## config.mk

```make
export PLATFORM = sky130hd
export DESIGN_NAME = ir_key_pulser
export DESIGN_NICKNAME = d
export VERILOG_FILES = /design/src/rtl/ir_pkg.sv /design/src/rtl/ir_prio_enc.sv /design/src/rtl/ir_key_pulser.sv
export SDC_FILE = /design/constraint.sdc
export NUM_CORES = 1
export LEC_CHECK = 0
export CORE_MARGIN = 5
export CORE_UTILIZATION = 40
export CTS_CLUSTER_DIAMETER = 200
export DETAILED_ROUTE_END_ITERATION = 16
export GPL_TIMING_DRIVEN = 1
export RECOVER_POWER = 100
export SYNTH_ARGS = -nofsm -noshare
export SYNTH_HDL_FRONTEND = slang
export SYNTH_SLANG_ARGS = --single-unit
export TNS_END_PERCENT = 30
```

## constraint.sdc

```tcl
create_clock -name clk -period 7.1 [get_ports clk]
set_input_delay 2.13 -clock clk [delete_from_list [all_inputs] [get_ports clk]]
set_output_delay 2.13 -clock clk [all_outputs]
set_load 0.02 [all_outputs]
```

## src/rtl/ir_pkg.sv

```systemverilog
// Shared definitions for the IR key pulser: FSM state encoding and a
// constant-evaluable ceil(log2) helper used for key index widths.
package ir_pkg;

  typedef enum logic [2:0] {
    ST_IDLE,
    ST_DEBOUNCE,
    ST_DELAY,
    ST_PULSE,
    ST_GAP,
    ST_HOLD
  } state_t;

  function automatic int ir_clog2(input int n);
    int r;
    r = 0;
    for (int i = 0; i < 32; i++) begin
      if ((64'd1 << i) < 64'(n)) r = i + 1;
    end
    return r;
  endfunction

endpackage

```

## src/rtl/ir_prio_enc.sv

```systemverilog
// Combinational priority encoder: index of the lowest set request bit.
module ir_prio_enc
  import ir_pkg::*;
#(
  parameter int NCH = 16,
  parameter int KW  = 4
) (
  input  logic [NCH-1:0] req,
  output logic [KW-1:0]  idx,
  output logic           valid
);

  // Scan from the top down so the lowest set bit is the last one written.
  always_comb begin
    idx   = '0;
    valid = 1'b0;
    for (int i = NCH - 1; i >= 0; i--) begin
      if (req[i]) begin
        idx   = KW'(i);
        valid = 1'b1;
      end
    end
  end

endmodule

```

## src/rtl/ir_key_pulser.sv

```systemverilog
// Key scanner for an IR remote: synchronise, debounce, delay, then emit
// fixed-width drive pulses (optionally auto-repeating) for the lowest key.
module ir_key_pulser
  import ir_pkg::*;
#(
  parameter int NCH        = 16,
  parameter int DEBOUNCE   = 2500,
  parameter int FIRST_DLY  = 2500,
  parameter int REPEAT_DLY = 0,
  parameter int PW         = 1,
  parameter int CW         = 24
) (
  input  logic                      clk,
  input  logic                      rst_n,
  input  logic [NCH-1:0]            push,
  output logic                      pulse,
  output logic [ir_clog2(NCH)-1:0]  key_code,
  output logic                      busy
);

  localparam int KW = ir_clog2(NCH);
  localparam logic [CW-1:0] DEB_LAST = CW'(DEBOUNCE - 1);
  localparam logic [CW-1:0] DLY_LAST = CW'(FIRST_DLY - 1);
  localparam logic [CW-1:0] PW_LAST  = CW'(PW - 1);
  localparam logic [CW-1:0] REP_LAST = CW'((REPEAT_DLY > 0) ? REPEAT_DLY - 1 : 0);
  localparam bit            REPEAT_EN = (REPEAT_DLY != 0);

  logic [NCH-1:0] sync1_q;
  logic [NCH-1:0] sp_q;
  state_t         state_q, state_d;
  logic [CW-1:0]  cnt_q, cnt_d;
  logic [KW-1:0]  code_q, code_d;
  logic           pulse_q, pulse_d;
  logic [KW-1:0]  low_idx;
  logic           low_vld;
  logic           held;

  ir_prio_enc #(
    .NCH (NCH),
    .KW  (KW)
  ) u_prio (
    .req   (sp_q),
    .idx   (low_idx),
    .valid (low_vld)
  );

  // A key counts as held only while it is still the lowest one pressed.
  assign held = low_vld && (low_idx == code_q);

  always_ff @(posedge clk or negedge rst_n) begin
    if (!rst_n) begin
      sync1_q <= '0;
      sp_q    <= '0;
      state_q <= ST_IDLE;
      cnt_q   <= '0;
      code_q  <= '0;
      pulse_q <= 1'b0;
    end else begin
      sync1_q <= push;
      sp_q    <= sync1_q;
      state_q <= state_d;
      cnt_q   <= cnt_d;
      code_q  <= code_d;
      pulse_q <= pulse_d;
    end
  end

  always_comb begin
    state_d = state_q;
    code_d  = code_q;
    case (state_q)
      ST_IDLE: begin
        if (low_vld) begin
          state_d = ST_DEBOUNCE;
          code_d  = low_idx;
        end
      end
      ST_DEBOUNCE: begin
        if (!held)                  state_d = ST_IDLE;
        else if (cnt_q == DEB_LAST) state_d = ST_DELAY;
      end
      ST_DELAY: begin
        if (!held)                  state_d = ST_IDLE;
        else if (cnt_q == DLY_LAST) state_d = ST_PULSE;
      end
      // Pulse width is fixed; the key is only looked at on the last cycle.
      ST_PULSE: begin
        if (cnt_q == PW_LAST) begin
          if (!held)          state_d = ST_IDLE;
          else if (REPEAT_EN) state_d = ST_GAP;
          else                state_d = ST_HOLD;
        end
      end
      ST_GAP: begin
        if (!held)                  state_d = ST_IDLE;
        else if (cnt_q == REP_LAST) state_d = ST_PULSE;
      end
      ST_HOLD: begin
        if (!held) state_d = ST_IDLE;
      end
      default: state_d = ST_IDLE;
    endcase

    if ((state_d != state_q) || (state_q == ST_IDLE) || (state_q == ST_HOLD))
      cnt_d = '0;
    else
      cnt_d = cnt_q + 1'b1;

    pulse_d = (state_d == ST_PULSE);
  end

  assign pulse    = pulse_q;
  assign key_code = code_q;
  assign busy     = (state_q != ST_IDLE);

endmodule

```

# Word level (Yosys, flattened, before mapping)
# Index checks and enable logic that the tools add are counted.
# totals
input_bits,18
wordCells,67
output_inout_bits,6
regBits,64
# classes
n_addsub,1
n_mux,44
n_eq_ne,9
n_reduce_logical,7
# op_table
op,n
$mux W4,16
$mux W3,10
$add A24 B1 Y24 const B,1
$eq A24 B12 Y1 const B,1
$logic_not A24 Y1,1
$mux W24,1
$pmux W3 S6,1
$mux W1,16
$eq A3 B2 Y1 const B,3
$eq A3 B3 Y1 const B,2
$eq A4 B4 Y1,1
$eq A3 B1 Y1 const B,1
$logic_not A3 Y1,1
$ne A3 B3 Y1,1
$reduce_bool A3 Y1,1
$logic_or A1 B1 Y1,2
$reduce_and A2 Y1,1
$logic_and A1 B1 Y1,1

# Depth between registers and ports, before layout
# logic_depth
word_depth,25
depth_mapped,10
mapped_depth_nobuf,9

# Modules after synthesis
# Synthesis repeated with hierarchy kept, for this count alone.
# hier_totals
cells_unflattened,257
hier_area_um2,2945.3
# modules_own_cells
mod,cells_each,n_inst,area_per_inst_um2
ir_key_pulser,224,1,2766.4
ir_prio_enc,33,1,178.9

# Worst setup path before layout
# No wires, ideal clock.
# synth_timing
kind,register to output
startpoint,register state_q[0]
endpoint,output port busy
t_arrival_ns,0.998
stages_incl_launch_ff,4
slack_ns,3.972
n_path_buf,2
cell_sequence,dfrtp_1 -> clkbuf_8 -> or3_1 -> clkbuf_1
# synth_via
elab_chain_cells,1
# synth_lines
item,line_no,text
"start, declared",ir_key_pulser.sv:30,"state_t state_q, state_d;"
"start signal, assigned",ir_key_pulser.sv:61,state_q <= state_d;
$reduce_bool A3 Y1,ir_key_pulser.sv:114,assign busy = (state_q != ST_IDLE);
"end, declared",ir_key_pulser.sv:18,output logic busy
# No other way between the ends.

# Worst setup path after layout
# layout_timing
startpoint,register sp_q[3]
endpoint,register cnt_q[18]
# layout_via
elab_chain_cells,13
word_cells_on_any_way,22
cone_classes,eq/ne: 2; mux: 17; reduce/logical: 3
# layout_lines
item,line_no,text
"start, declared",ir_key_pulser.sv:29,logic [NCH-1:0] sp_q;
"start signal, assigned",ir_key_pulser.sv:60,sp_q <= sync1_q;
$mux W4 (4 in a row),ir_prio_enc.sv:18,if (req[i]) begin
$eq A4 B4 Y1,ir_key_pulser.sv:48,assign held = low_vld && (low_idx == code_q);
$logic_and A1 B1 Y1,ir_key_pulser.sv:48,
$mux W3,ir_key_pulser.sv:89,if (!held) state_d = ST_IDLE;
$mux W3,ir_key_pulser.sv:88,if (cnt_q == PW_LAST) begin
$pmux W3 S6 (*),ir_key_pulser.sv:71,case (state_q)
$ne A3 B3 Y1 (*),ir_key_pulser.sv:104,if ((state_d != state_q) || (state_q == ST_IDLE) || (state_q == ST_HOLD))
$logic_or A1 B1 Y1 (*) (2 in a row),ir_key_pulser.sv:104,
$mux W24 (*),ir_key_pulser.sv:104,
via cnt_d[18],ir_key_pulser.sv:31,"logic [CW-1:0] cnt_q, cnt_d;"
"end signal, assigned",ir_key_pulser.sv:62,cnt_q <= cnt_d;
"end, declared",ir_key_pulser.sv:31,
# Mark *: on every way through the listed nets, which the timed path passes. The rest lies on a longest branch.
# A chain may end at the register's enable or synchronous reset.

==> results.cfg <==
[die]
dieArea_mm2 = 0.00949
coreArea_mm2 = 0.00733
die_h_um = 97.4
rows = 31
start_util = 0.417
fp.dieW_um = 97.4
io_pins = 24

[placed_design]
pre_cts_ws_ns = 3.49
placedInstanceArea_mm2 = 0.00335
io_buffers = 23
place_congestion = 0.762
dp.cells = 371
dp_hpwl_um = 3580

[cells_and_area]
n_fill_cell = 645
n_antenna_cell = 0
seq_area_mm2 = 0.00160
drive_gt1_frac = 0.174
nets = 303
syn2layout_area_growth_pct = 15.4
final_cells = 387
multi_input_area_mm2 = 0.00129
final_cell_area_mm2 = 0.00353

[timing]
rsz0062_at_grt = false
finalHoldViolations = 0
clock_skew_ns = 0.0134
finalSetupTns_ns = 0
fin_ws_ns = 2.12
report.final.slew_viol_count = 25
worst_pin_slew_ns = 2.67
slew_headroom = -0.829
post-route-min-period_ns = 4.98
timing.fmax_ghz = 0.201
finalSetupViolCount = 0
period_share = 0.702

[min_path]
whs_path_depth = 0
hold_path_class = reg -> reg
hold_end = sp_q[12]
holdCritStartpoint = sync1_q[12]

[setup_path]
cp_max_fo = 24
r2r_cells = 7
rr_endpoint = cnt_q[18]
worstPathArrival_ns = 5.05
worst_ep_required_time_ns = 7.17
r2r-start = sp_q[3]
max_stage_delay_ns = 2.09
cp_cell_sequence = nor4_1 > o21ai_0 > a221oi_1 > nand4_1 > nor2_1 > mux2i_1 > a211oi_1
critical_path.startpoint_type = register
crit_slowest_cell = mux2i_1
r2r_slack_ns = 2.12
end_kind = register
critPathKind = reg -> reg

[global_routing]
grt_pass1_vias = 2106
grt_usage = 0.127
antenna_found_initial = 0
grt_max_degree = 65
grt_pass1_wl_um = 9840
grt.overflow.total = 0

[yosys]
syn_area_mm2 = 0.00306
synth_edf_count = 0
ys_warn_count = 0
ys_types = 53
yosys.area.top_type = dfrtp_1
synth_top_area_share = 0.524
synth-seq-area-share = 0.524
syn-num-nets = 275
synthArstFlopShare = 1.00
ys_seq_elements = 64
avgSynthCellArea_um2 = 12.0
synth-main-ff-cell = dfrtp_1
synth_cells = 255
synth.area.top_cells = dfrtp_1 (52%), a211oi_2 (8.2%), xor2_1 (4.6%)

[flow_run]
cap_violations = 1

[route]
via_count = 1992
remaining_drc_errors = 0
viasPerCell = 5.15
drtIter0Drc = 71
drtAntennaViolNets = 0
detail_route.first_pass.iterations = 4
avgRoutedWirePerCell_um = 14.0
wl_um = 5420

[clock_network]
clk_pin_slew_ns = 0.08
ctsResizeCount = 0
cts_sinks = 64
cts_tree = yes
cts_root_buf = clkbuf_8
clk_path_buf_depth = 2
htree_levels = 3
post_cts_buffers = 0
clk_latency_ns = 0.34
ctsHoldBuffers = 0
cts_buffers = 9

[power_and_ir_drop]
p_leak_uw = 0.00144
p_per_area_mw_per_mm2 = 307
irDropWorstVdd_mv = 0.141

[outcome]
failed_checks = capacitance limit, slew limit
status = finished with violations
-- layer usage --
metal | vias to the layer above | GRT usage | share of wire
li1 | 980 | - | -
met1 | 964 | 0.151 | 0.45
met2 | 41 | 0.211 | 0.49
met3 | 7 | 0.0452 | 0.047
met4 | 0 | 0.0501 | 0.014
met5 | - | 0 | 0
-- worst max path at each step --
stage | from | to | slack (ns) | cells after the start
2_1_floorplan | state_q[0] | busy | 3.97 | 3
3_3_place_gp | state_q[0] | busy | 3.50 | 2
3_5_place_dp | state_q[2] | busy | 3.49 | 2
4_1_cts | state_q[2] | busy | 3.11 | 2
5_1_grt | sp_q[3] | cnt_q[18] | 1.76 | 7
6_report | sp_q[3] | cnt_q[18] | 2.12 | 7
-- where the power goes --
group	total, µW	switching [µW]	internal, µW
combinational	309	210	98.9
clock	351	150	201
sequential	422	32.3	390
total	1080	392	690
-- per-stage QoR --
stage / hold slack (ns) / power, µW / util
finish: 0.351 / 1080 / 0.481
CTS: 0.353 / 1130 / 0.488
floorplan: 0.331 / 706 / -
detailed placement: 0.336 / 771 / 0.457
global route: 0.356 / 1140 / 0.481
global placement: 0.333 / 770 / 0.457
-- synth_stat cells, drive strengths merged (3+ instances only) --
| master | number |
|---|---|
| nand3 | 12 |
| a211oi | 24 |
| xor2 | 17 |
| inv | 11 |
| nor2 | 20 |
| a21oi | 9 |
| clkbuf | 3 |
| xnor2 | 6 |
| nor4 | 11 |
| nor3 | 10 |
| buf | 5 |
| dfrtp | 64 |
| nand2 | 15 |
| o31ai | 3 |
| and3 | 11 |
| o21ai | 3 |
| nor2b | 3 |
-- critical path: cells and delay by family, from the launching register on --
family	cells	cell delay, ns
AO/OA/AOI/OAI	3	0.69
flip-flops	1	0.44
multiplexers	1	2.09
AND/OR/NAND/NOR	3	1.47
-- cell usage in the layout (no fill, tap or decap), types with 3 or more instances in the layout --
| cell type | n |
|---|---|
| dfrtp_1 | 64 |
| dlygate4sd3_1 | 22 |
| nor2_1 | 20 |
| xor2_1 | 16 |
| a211oi_2 | 16 |
| nand2_1 | 15 |
| inv_1 | 11 |
| nand3_1 | 11 |
| nor4_1 | 9 |
| nor3_1 | 9 |
| a21oi_1 | 9 |
| and3_1 | 9 |
| clkbuf_8 | 9 |
| a211oi_1 | 8 |
| xnor2_1 | 6 |
| o31ai_1 | 3 |
| nor2b_1 | 3 |
| inv_6 | 3 |
-- logic make-up (layout without fill, tap and decap cells) --
| kind of cell | Yosys count | count (layout) | synth area share |
|---|---|---|---|
| buffers and inverters | 19 | 52 | 0.0381 |
| flip-flops | 64 | 64 | 0.524 |
| multiplexers | 4 | 4 | 0.0152 |
| adder cells (fa/ha/maj) | 2 | 2 | 0.00819 |
| XOR/XNOR | 23 | 23 | 0.0721 |
| AO/OA/AOI/OAI | 50 | 50 | 0.165 |
| AND/OR/NAND/NOR | 93 | 93 | 0.177 |
-- registers in the layout, indices dropped and copies added (netlist names) --
register / count
cnt_q: 24
key_code: 4
pulse: 1
sp_q: 16
state_q: 3
sync1_q: 16
-- final cells by class --
| class | instances | share of cell area |
|---|---|---|
| timing repair buffer | 25 | 0.0681 |
| tap | 99 | 0.0351 |
| clock inverter | 7 | 0.0287 |
| sequential | 64 | 0.454 |
| clock buffer | 9 | 0.0351 |
| multi-input combinational | 172 | 0.367 |
| inverter | 11 | 0.0117 |
(Power assumes the default switching activity.)
